--- src/rtl/systolic_feeder_pkg.sv ---
// Shared systolic types: feeder state enum, default array geometry, counter sizing.
// Latency: n/a (types and constants only).
// Backpressure: n/a.
// Contents: feeder_state_e (IDLE/STREAM/FLUSH), SYS_N, SYS_DATA_W, cnt_w().
package systolic_feeder_pkg;

  // Default array edge width and operand width, shared with the PE array and drain.
  localparam int SYS_N      = 4;
  localparam int SYS_DATA_W = 8;

  typedef enum logic [1:0] {
    IDLE   = 2'd0,
    STREAM = 2'd1,
    FLUSH  = 2'd2
  } feeder_state_e;

  // Width needed to hold a beat count in the range 0..max_k.
  function automatic int cnt_w(input int max_k);
    return $clog2(max_k + 1);
  endfunction

endpackage

--- src/rtl/systolic_feeder_if.sv ---
// Handshake and lane bus between an operand source, the feeder and the array edge.
// Latency: n/a (wiring only).
// Backpressure: in_ready from the feeder throttles the in_valid source.
// Ports: master = upstream side (drives in_*), slave = feeder side (drives in_ready, lane_*, status).
interface systolic_feeder_if
  import systolic_feeder_pkg::*;
#(
  parameter int N      = SYS_N,
  parameter int DATA_W = SYS_DATA_W,
  parameter int MAX_K  = 256
);
  localparam int CNT_W = cnt_w(MAX_K);

  logic                  in_valid;
  logic                  in_ready;
  logic [N*DATA_W-1:0]   in_data;
  logic                  in_last;
  logic [N-1:0]          lane_valid;
  logic [N*DATA_W-1:0]   lane_data;
  logic                  busy;
  logic                  done;
  logic [CNT_W-1:0]      beat_count;
  logic                  err_overflow;

  modport master (
    output in_valid, in_data, in_last,
    input  in_ready, lane_valid, lane_data, busy, done, beat_count, err_overflow
  );

  modport slave (
    input  in_valid, in_data, in_last,
    output in_ready, lane_valid, lane_data, busy, done, beat_count, err_overflow
  );

endinterface

--- src/rtl/systolic_feeder_skew_lane.sv ---
// One skew lane: delays a data word and its valid bit together by DEPTH cycles.
// Latency: DEPTH cycles from push to tap.
// Backpressure: none; the lane shifts every cycle.
// Ports: clk, rst (sync, active-high), push_vld/push_dat in, tap_vld/tap_dat out.
module skew_lane
  import systolic_feeder_pkg::*;
#(
  parameter int DEPTH  = 1,
  parameter int DATA_W = SYS_DATA_W
) (
  input  logic              clk,
  input  logic              rst,
  input  logic              push_vld,
  input  logic [DATA_W-1:0] push_dat,
  output logic              tap_vld,
  output logic [DATA_W-1:0] tap_dat
);

  logic [DEPTH-1:0]             vld_q;
  logic [DEPTH-1:0][DATA_W-1:0] dat_q;

  always_ff @(posedge clk) begin
    if (rst) begin
      vld_q <= '0;
      dat_q <= '0;
    end else begin
      vld_q[0] <= push_vld;
      dat_q[0] <= push_dat;
      for (int s = 1; s < DEPTH; s++) begin
        vld_q[s] <= vld_q[s-1];
        dat_q[s] <= dat_q[s-1];
      end
    end
  end

  assign tap_vld = vld_q[DEPTH-1];
  assign tap_dat = dat_q[DEPTH-1];

endmodule

--- src/rtl/systolic_feeder.sv ---
// Operand feeder: skews each accepted vector so lane i reaches the array edge i cycles after lane 0.
// Latency: lane i presents a beat 1+i cycles after acceptance; done N cycles after the last beat.
// Backpressure: in_ready drops for the N flush cycles after a tile's last beat, independent of in_valid.
// Ports: clk, rst (sync, active-high), bus (slave modport: in_* handshake, lane_* outputs, busy/done/beat_count/err_overflow).
module systolic_feeder
  import systolic_feeder_pkg::*;
#(
  parameter int N      = SYS_N,
  parameter int DATA_W = SYS_DATA_W,
  parameter int MAX_K  = 256
) (
  input logic               clk,
  input logic               rst,
  systolic_feeder_if.slave  bus
);

  localparam int CNT_W = cnt_w(MAX_K);
  localparam int FC_W  = (N > 1) ? $clog2(N) : 1;

  feeder_state_e              state;
  logic [FC_W-1:0]            flush_cnt;
  logic                       done_q;
  logic [CNT_W-1:0]           beat_cnt;
  logic                       err_q;
  logic                       ready;
  logic                       accept;
  logic [N-1:0]               lane_vld;
  logic [N-1:0][DATA_W-1:0]   lane_dat;

  // Ready comes from state alone so it never loops back through in_valid.
  assign ready  = (state != FLUSH);
  assign accept = bus.in_valid && ready;

  // Bubbles enter the lanes as zero data so the array edge sees clean zeros.
  for (genvar i = 0; i < N; i++) begin : g_lane
    skew_lane #(
      .DEPTH  (i + 1),
      .DATA_W (DATA_W)
    ) u_lane (
      .clk      (clk),
      .rst      (rst),
      .push_vld (accept),
      .push_dat (accept ? bus.in_data[i*DATA_W +: DATA_W] : {DATA_W{1'b0}}),
      .tap_vld  (lane_vld[i]),
      .tap_dat  (lane_dat[i])
    );
  end

  // FLUSH spans N cycles: flush_cnt runs N-1 down to 0, and done fires on
  // the cycle the counter reads 0, when lane N-1 carries the last beat.
  always_ff @(posedge clk) begin
    if (rst) begin
      state     <= IDLE;
      flush_cnt <= '0;
      done_q    <= 1'b0;
      beat_cnt  <= '0;
      err_q     <= 1'b0;
    end else begin
      done_q <= 1'b0;
      case (state)
        IDLE, STREAM: begin
          if (accept) begin
            if (state == IDLE) begin
              beat_cnt <= CNT_W'(1);
            end else if (beat_cnt == CNT_W'(MAX_K)) begin
              err_q <= 1'b1;        // saturate; the beat itself is still forwarded
            end else begin
              beat_cnt <= beat_cnt + 1'b1;
            end
            if (bus.in_last) begin
              state     <= FLUSH;
              flush_cnt <= FC_W'(N - 1);
              done_q    <= (N == 1);
            end else begin
              state <= STREAM;
            end
          end
        end
        FLUSH: begin
          if (flush_cnt == '0) begin
            state <= IDLE;
          end else begin
            flush_cnt <= flush_cnt - 1'b1;
            done_q    <= (flush_cnt == FC_W'(1));
          end
        end
        default: state <= IDLE;
      endcase
    end
  end

  assign bus.in_ready     = ready;
  assign bus.lane_valid   = lane_vld;
  assign bus.lane_data    = lane_dat;
  assign bus.busy         = (state != IDLE);
  assign bus.done         = done_q;
  assign bus.beat_count   = beat_cnt;
  assign bus.err_overflow = err_q;

endmodule

--- src/flat_wrapper.sv ---
// flat-port wrapper written by rule: the top's interface ports become plain ports
module systolic_feeder_flat import systolic_feeder_pkg::*;
#(
  parameter int N      = SYS_N,
  parameter int DATA_W = SYS_DATA_W,
  parameter int MAX_K  = 256
)
  (clk, rst, bus_in_valid, bus_in_data, bus_in_last, bus_in_ready, bus_lane_valid, bus_lane_data, bus_busy, bus_done, bus_beat_count, bus_err_overflow);
  systolic_feeder_if #(.N(N), .DATA_W(DATA_W), .MAX_K(MAX_K)) bus_i ();
  input logic clk;
  input logic rst;
  input wire logic [$bits(bus_i.in_valid)-1:0] bus_in_valid;
  input wire logic [$bits(bus_i.in_data)-1:0] bus_in_data;
  input wire logic [$bits(bus_i.in_last)-1:0] bus_in_last;
  output wire logic [$bits(bus_i.in_ready)-1:0] bus_in_ready;
  output wire logic [$bits(bus_i.lane_valid)-1:0] bus_lane_valid;
  output wire logic [$bits(bus_i.lane_data)-1:0] bus_lane_data;
  output wire logic [$bits(bus_i.busy)-1:0] bus_busy;
  output wire logic [$bits(bus_i.done)-1:0] bus_done;
  output wire logic [$bits(bus_i.beat_count)-1:0] bus_beat_count;
  output wire logic [$bits(bus_i.err_overflow)-1:0] bus_err_overflow;
  assign bus_i.in_valid = bus_in_valid;
  assign bus_i.in_data = bus_in_data;
  assign bus_i.in_last = bus_in_last;
  assign bus_in_ready = bus_i.in_ready;
  assign bus_lane_valid = bus_i.lane_valid;
  assign bus_lane_data = bus_i.lane_data;
  assign bus_busy = bus_i.busy;
  assign bus_done = bus_i.done;
  assign bus_beat_count = bus_i.beat_count;
  assign bus_err_overflow = bus_i.err_overflow;
  systolic_feeder #(.N(N), .DATA_W(DATA_W), .MAX_K(MAX_K)) u_core (.clk(clk), .rst(rst), .bus(bus_i));
endmodule
--- config.mk ---
export PLATFORM = sky130hd
export DESIGN_NAME = systolic_feeder_flat
export DESIGN_NICKNAME = d
export VERILOG_FILES = /design/src/rtl/systolic_feeder_pkg.sv /design/src/rtl/systolic_feeder_if.sv /design/src/rtl/systolic_feeder_skew_lane.sv /design/src/rtl/systolic_feeder.sv /design/src/flat_wrapper.sv
export SDC_FILE = /design/constraint.sdc
export NUM_CORES = 1
export LEC_CHECK = 0
export ABC_CLOCK_PERIOD_IN_PS = 1400
export CAP_MARGIN = 40
export CORE_MARGIN = 2
export CORE_UTILIZATION = 43
export DETAILED_ROUTE_END_ITERATION = 6
export GPL_TIMING_DRIVEN = 0
export HOLD_SLACK_MARGIN = 0.08
export PLACE_DENSITY_LB_ADDON = 0.08
export SLEW_MARGIN = 20
export SYNTH_ARGS = -nofsm -noshare
export SYNTH_HDL_FRONTEND = slang
export SYNTH_SLANG_ARGS = --single-unit
--- constraint.sdc ---
create_clock -name clk -period 1.4 [get_ports clk]
set_clock_uncertainty 0.1 [all_clocks]
set_input_delay 0.21 -clock clk [delete_from_list [all_inputs] [get_ports clk]]
set_output_delay 0.21 -clock clk [all_outputs]
set_load 0.005 [all_outputs]
==> flow_metrics.env, run 1 <==
export IMPL_grt_pass1_wl_mm=9.98
export IMPL_drc=0
export IMPL_avgSynthCellArea_um2=11.1
export IMPL_avgRoutedWirePerCell_um=11.7
export IMPL_worstSetupEndpointType="flip-flop"
export IMPL_crit_path_max_fanout=5
export IMPL_worst_slew_pin_slew_ns=0.637
export IMPL_path_delay_family="compound AO/OA/AOI/OAI gates"
export IMPL_drtIter0Drc=36
export IMPL_arrival_ns=1.88
export IMPL_grt_overflow=0
export IMPL_cap_viol_max_count=0
export IMPL_syn_inst=294
export IMPL_grt_start_max_net_pins=18
export IMPL_syn_to_final_growth_pct=46.4
export IMPL_antennaDiodeCount=0
export IMPL_peakVddDrop_mv=0.759
export IMPL_start_util_pct=44.7
export IMPL_setup_slack_ns=-0.284
export IMPL_yosysUniqueCellTypes=33
export IMPL_num_io_pins=85
export IMPL_clk_latency_ns=0.35
export IMPL_synth_seq_cells=99
export IMPL_ctsHtreeMaxLevel=3
export IMPL_cts_tree="done"
export IMPL_dpl_hpwl_mm=3.99
export IMPL_rsz0062_at_grt="yes"
export IMPL_setup_violations=33
export IMPL_dieArea_mm2=0.00833
export IMPL_setup_worst_path_class="flip-flop to flip-flop"
export IMPL_ys_async_sr_fraction_pct=0
export IMPL_syn_area_mm2=0.00327
export IMPL_nNetsFinal=455
export IMPL_fin_crit_sh_pct=120
export IMPL_cp_required_ns=1.59
export IMPL_yosys_most_used_dff="dfxtp_1"
export IMPL_syn_nets=334
export IMPL_maxSlewViolCount=0
export IMPL_antenna_found_initial=0
export IMPL_drt_pass1_iter_count=4
export IMPL_slowest_delay_ns=0.39
export IMPL_numCtsBuffers=9
export IMPL_clk_pin_slew_ns=0.09
export IMPL_worst_hold_slack_ns=0.285
export IMPL_hold_violations=0
export IMPL_violations="setup timing"
export IMPL_ant_nets=0
export IMPL_hold_path_class="input pin to flip-flop"
export IMPL_rows=31
export IMPL_critical_path_buf_inv_count=2
export IMPL_fmax_mhz=594
export IMPL_viasPerCell=4.34
export IMPL_path_cells="inv_4 -> ha_4 -> nor4b_4 -> buf_4 -> a2111oi_4 -> nor3b_2 -> a211o_1"
export IMPL_cts_buffer_depth=2
export IMPL_status="finished, violations left"
export IMPL_gp_congestion=0.770
export IMPL_yosysSeqAreaShare_pct=60.5
export IMPL_cts_root_buf="clkbuf_8"
export IMPL_numPortBuffers=83
export IMPL_grt_usage_pct=15.4
export IMPL_relSlewSlack_pct=57.5
export IMPL_grt_pass1_vias=2152
export IMPL_leakage_nw=2.16
export IMPL_die_w_um=91.3
export IMPL_die_h_um=91.3
export IMPL_numClockSinks=99
export IMPL_coreArea_mm2=0.00733
export IMPL_wl_mm=6.10
export IMPL_p_per_area_mw_per_mm2=1070
export IMPL_place_area_mm2=0.00427
export IMPL_finalInstanceArea_mm2=0.00479
export IMPL_synth_edff_count=0
export IMPL_ys_warnings_count=0
export IMPL_start_kind="flip-flop"
export IMPL_worst_path_max_delay_cell="dfxtp_4"
export IMPL_vias=2255
export IMPL_min_period_ns=1.68
export IMPL_drive_above_1_share_pct=31.4
==> power breakdown <==
part	internal (mW)	leakage (nW)	switching (mW)
registers	2.89	0.817	0.0317
clock network	0.707	0.0893	0.966
logic	0.318	1.25	0.205
==> layer usage <==
layer | global-route usage (%) | vias up | part of all wire, % | routed length, µm
met5 | 0 | - | 0 | 0
met4 | 7.20 | 0 | 1.9 | 117
met3 | 3.24 | 9 | 4.1 | 251
met2 | 26.9 | 53 | 50 | 3050
met1 | 18.1 | 1044 | 44 | 2670
li1 | - | 1149 | - | -
==> cell families after synthesis <==
group	count (synthesis)	share of synthesized area, %
and+or+nand+nor	123	23.7
adders and majority gates	4	1.53
AOI/OAI and AO/OA	22	5.35
muxes	2	0.611
DFF	99	60.5
buffers and inverters	44	8.29
==> path summary, 6_finish.rpt <==
| kind | start | to | slack (ns) | cells past startpoint |
|---|---|---|---|---|
| worst max-delay path | u_core.bus.beat_count[0]$_SDFFE_PP0P_ | u_core.bus.beat_count[7]$_SDFFE_PP0P_ | -0.28 | 7 |
| worst min-delay path | rst | u_core.g_lane[1].u_lane.vld_q[0]$_SDFF_PP0_ | 0.28 | 3 |
| worst max register to register | u_core.bus.beat_count[0]$_SDFFE_PP0P_ | u_core.bus.beat_count[7]$_SDFFE_PP0P_ | -0.28 | 7 |
| worst min register to register | u_core.g_lane[1].u_lane.dat_q[1]$_SDFF_PP0_ | u_core.g_lane[1].u_lane.tap_dat[1]$_SDFF_PP0_ | 0.34 | 1 |
==> worst reg2reg max path, cell delays in order (launching register included) <==
cell and delay, ns:
dfxtp_4 0.39, inv_4 0.04, ha_4 0.15, nor4b_4 0.12, buf_4 0.15, a2111oi_4 0.36, nor3b_2 0.22, a211o_1 0.11
==> through the flow <==
| step | TNS, ns | instances | utilization [%] | power [mW] | setup slack, ns |
|---|---|---|---|---|---|
| global placement | -18.26 | 476 | 58.2 | 3.41 | -0.503 |
| detailed placement | -19.90 | 476 | 58.2 | 3.42 | -0.565 |
| finish | -2.67 | 519 | 65.4 | 5.12 | -0.284 |
| floorplan | -0.950 | 294 | - | 3.19 | -0.175 |
| CTS | -7.87 | 513 | 63.7 | 5.12 | -0.270 |
| global route | -5.02 | 519 | 65.4 | 5.35 | -0.340 |
==> what timing repair did <==
item,CTS,global route
resized for setup,91,36
setup buffers,21,7
endpoints found under the setup margin,90,47
pin swaps,10,10
cloned,0,0
hold buffers,0,0
==> placed cells by master (no fill, tap or decap), types with 3 or more instances in the layout <==
| cell type | n |
|---|---|
| dfxtp_1 | 80 |
| nor2b_1 | 52 |
| buf_4 | 46 |
| dlygate4sd2_1 | 44 |
| clkdlybuf4s50_1 | 35 |
| and2_1 | 31 |
| buf_6 | 11 |
| nand2_1 | 10 |
| clkbuf_8 | 10 |
| dfxtp_2 | 10 |
| dfxtp_4 | 9 |
| nor2_1 | 8 |
| a21oi_2 | 6 |
| clkbuf_1 | 5 |
| inv_2 | 3 |
| nor3b_2 | 3 |
| o21ai_0 | 3 |
==> cell type report <==
cell class | instances | area, µm²
fillers | 607 | 2540
clock inverters | 6 | 46.3
repair buffers | 110 | 1010
inverters | 6 | 25.0
multi-input cells | 151 | 1160
plain buffers | 38 | 272
well taps | 99 | 124
clock buffers | 10 | 138
flip-flops and latches | 99 | 2030
==> Yosys cell counts, types with 2 or more instances <==
| library cell | number | area [µm²] |
|---|---|---|
| nor2_1 | 9 | 33.8 |
| clkbuf_1 | 8 | 30.0 |
| dfxtp_1 | 99 | 1980 |
| nor2b_1 | 54 | 338 |
| a21oi_1 | 2 | 10.0 |
| nand2_1 | 11 | 41.3 |
| a211o_1 | 2 | 17.5 |
| and3_2 | 3 | 22.5 |
| a21oi_2 | 5 | 43.8 |
| nand3_1 | 2 | 10.0 |
| buf_4 | 28 | 210 |
| a31oi_1 | 2 | 12.5 |
| nor3b_2 | 2 | 25.0 |
| nor3b_1 | 2 | 15.0 |
| o21ai_0 | 4 | 20.0 |
| mux2i_1 | 2 | 20.0 |
| nor4b_4 | 2 | 47.6 |
| inv_1 | 6 | 22.5 |
| and2_1 | 33 | 206 |
| ha_1 | 4 | 50.1 |
| a41oi_1 | 2 | 17.5 |
==> flip-flops by register name, indices dropped and copies added, names as in the netlist <==
name / flops
u_core.bus.err_overflow: 1
u_core.bus.done: 1
u_core.g_lane.u_lane.dat_q: 48
u_core.state: 2
u_core.flush_cnt: 2
u_core.g_lane.u_lane.vld_q: 4
u_core.g_lane.u_lane.tap_dat: 32
u_core.bus.beat_count: 9
No activity file was read; power rests on OpenSTA's default activity.
==> inputs of run 2 (changes only) <==
--- a/config.mk
+++ b/config.mk
@@ -13,6 +13,7 @@
 export GPL_TIMING_DRIVEN = 0
 export HOLD_SLACK_MARGIN = 0.08
 export PLACE_DENSITY_LB_ADDON = 0.08
+export RECOVER_POWER = 50
 export SLEW_MARGIN = 20
 export SYNTH_ARGS = -nofsm -noshare
 export SYNTH_HDL_FRONTEND = slang
==> flow_metrics.env, run 2 (synthesis gave the netlist of run 1 again) <==
export IMPL_status="finished, violations left"
export IMPL_violations="setup timing"
export IMPL_setup_violations=35
export IMPL_setup_worst_path_class="flip-flop to flip-flop"
export IMPL_cts_hold_buf=0
export IMPL_leakage_nw=2.16
export IMPL_viasPerCell=4.34
export IMPL_hold_violations=0
export IMPL_antenna_found_initial=0
export IMPL_ant_nets=0
export IMPL_arrival_ns=1.88
export IMPL_total_power_mw=5.12
export IMPL_die_w_um=91.3
export IMPL_fmax_mhz=594
export IMPL_fin_crit_sh_pct=120
export IMPL_cap_viol_max_count=0
export IMPL_clk_pin_slew_ns=0.09
export IMPL_setup_slack_ns=-0.284
export IMPL_cts_tree="done"
export IMPL_regMostFlops="u_core.g_lane.u_lane.dat_q"
export IMPL_ctsHtreeMaxLevel=3
export IMPL_syn_to_final_growth_pct=46.4
export IMPL_wl_mm=6.10
export IMPL_avgRoutedWirePerCell_um=11.7
export IMPL_vias=2254
export IMPL_nNetsFinal=455
export IMPL_cts_buffer_depth=2
export IMPL_gp_congestion=0.770
export IMPL_final_common_cell="dfxtp_1"
export IMPL_rows=31
export IMPL_dpl_hpwl_mm=3.99
export IMPL_numPortBuffers=83
export IMPL_hold_path_class="input pin to flip-flop"
export IMPL_numClockSinks=99
export IMPL_drt_pass1_iter_count=4
export IMPL_intPower_mw=3.92
export IMPL_switching_share_pct=23.5
export IMPL_clk_latency_ns=0.35
export IMPL_drc=0
export IMPL_dieArea_mm2=0.00833
export IMPL_crit_path_max_fanout=5
export IMPL_dp_slack_ns=-0.565
export IMPL_cts_root_buf="clkbuf_8"
export IMPL_start_util_pct=44.7
export IMPL_seqPwrFrac_pct=57.1
export IMPL_worst_slew_pin_slew_ns=0.626
export IMPL_grt_start_max_net_pins=18
export IMPL_switchingPower_mw=1.20
export IMPL_drive_above_1_share_pct=31.2
export IMPL_fillers=608
export IMPL_start_kind="flip-flop"
export IMPL_worst_hold_slack_ns=0.305
export IMPL_coreArea_mm2=0.00733
export IMPL_drtIter0Drc=36
export IMPL_grt_pass1_vias=2152
export IMPL_relSlewSlack_pct=58.3
export IMPL_rsz0062_at_grt="yes"
export IMPL_cp_required_ns=1.60
export IMPL_worstSetupEndpointType="flip-flop"
export IMPL_comb_power_share_pct=10.2
export IMPL_maxSlewViolCount=0
export IMPL_peakVddDrop_mv=0.759
export IMPL_num_io_pins=85
export IMPL_grt_usage_pct=15.4
export IMPL_grt_overflow=0
export IMPL_layout_common_cells="80 x dfxtp_1, 52 x nor2b_1, 46 x buf_4, 44 x dlygate4sd2_1, 35 x clkdlybuf4s50_1"
export IMPL_power_frac_clock_pct=32.7
export IMPL_die_h_um=91.3
export IMPL_numCtsBuffers=9
export IMPL_p_per_area_mw_per_mm2=1070
export IMPL_antennaDiodeCount=0
export IMPL_largest_register_ff_count=48
export IMPL_min_period_ns=1.68
export IMPL_grt_pass1_wl_mm=9.98
-- run 2: worst max-delay path, cell delays in order (launching register included) --
cell and delay (ns):
dfxtp_4 0.39, inv_4 0.04, ha_4 0.15, nor4b_4 0.12
buf_4 0.15, a2111oi_4 0.35, nor3b_2 0.22, a211o_1 0.11
-- run 2: layout make-up --
cell class / instances / area (µm²) / area share (%)
plain buffers: 38 / 270 / 5.64
well taps: 99 / 124 / 2.58
flip-flops and latches: 99 / 2030 / 42.3
multi-input cells: 151 / 1160 / 24.1
clock buffers: 10 / 138 / 2.87
inverters: 6 / 25.0 / 0.522
repair buffers: 110 / 1010 / 21.0
clock inverters: 6 / 46.3 / 0.966
-- run 2: final timing paths --
check / from / end / slack (ns) / cells past startpoint
setup / recovery: u_core.bus.beat_count[0]$_SDFFE_PP0P_ / u_core.bus.beat_count[7]$_SDFFE_PP0P_ / -0.28 / 7
setup reg to reg: u_core.bus.beat_count[0]$_SDFFE_PP0P_ / u_core.bus.beat_count[7]$_SDFFE_PP0P_ / -0.28 / 7
hold reg to reg: u_core.g_lane[1].u_lane.dat_q[1]$_SDFF_PP0_ / u_core.g_lane[1].u_lane.tap_dat[1]$_SDFF_PP0_ / 0.34 / 1
hold / removal: bus_in_data[15] / u_core.g_lane[1].u_lane.dat_q[7]$_SDFF_PP0_ / 0.30 / 2
-- run 2: metal layers --
layer	global-route usage, %	wire (µm)	up-vias
li1	-	-	1149
met1	18.1	2670	1043
met2	26.9	3050	53
met3	3.24	251	9
met4	7.20	117	0
met5	0	0	-
-- run 2: power by group through the flow --
stage	sequential [mW]	clock, mW	combinational, mW
after detailed placement	3.00	0	0.415
after global placement	3.00	0	0.407
after floorplan	3.00	0	0.199
after CTS	2.92	1.72	0.477
after global routing	2.93	1.84	0.572
final	2.92	1.67	0.523
-- run 2: per-stage QoR --
stage	setup TNS (ns)	util (%)	area, µm²	cells
floorplan	-0.950	-	3310	294
global placement	-18.26	58.2	4270	476
detailed placement	-19.90	58.2	4270	476
CTS	-7.87	63.7	4670	513
global route	-5.06	65.4	4790	519
finish	-2.71	65.4	4790	519
-- run 2: repair_timing --
| item | 4_1_cts | 5_1_grt |
|---|---|---|
| pin swaps | 10 | 10 |
| buffers inserted | 21 | 7 |
| endpoints found under the setup margin | 90 | 47 |
| resized for setup | 91 | 36 |
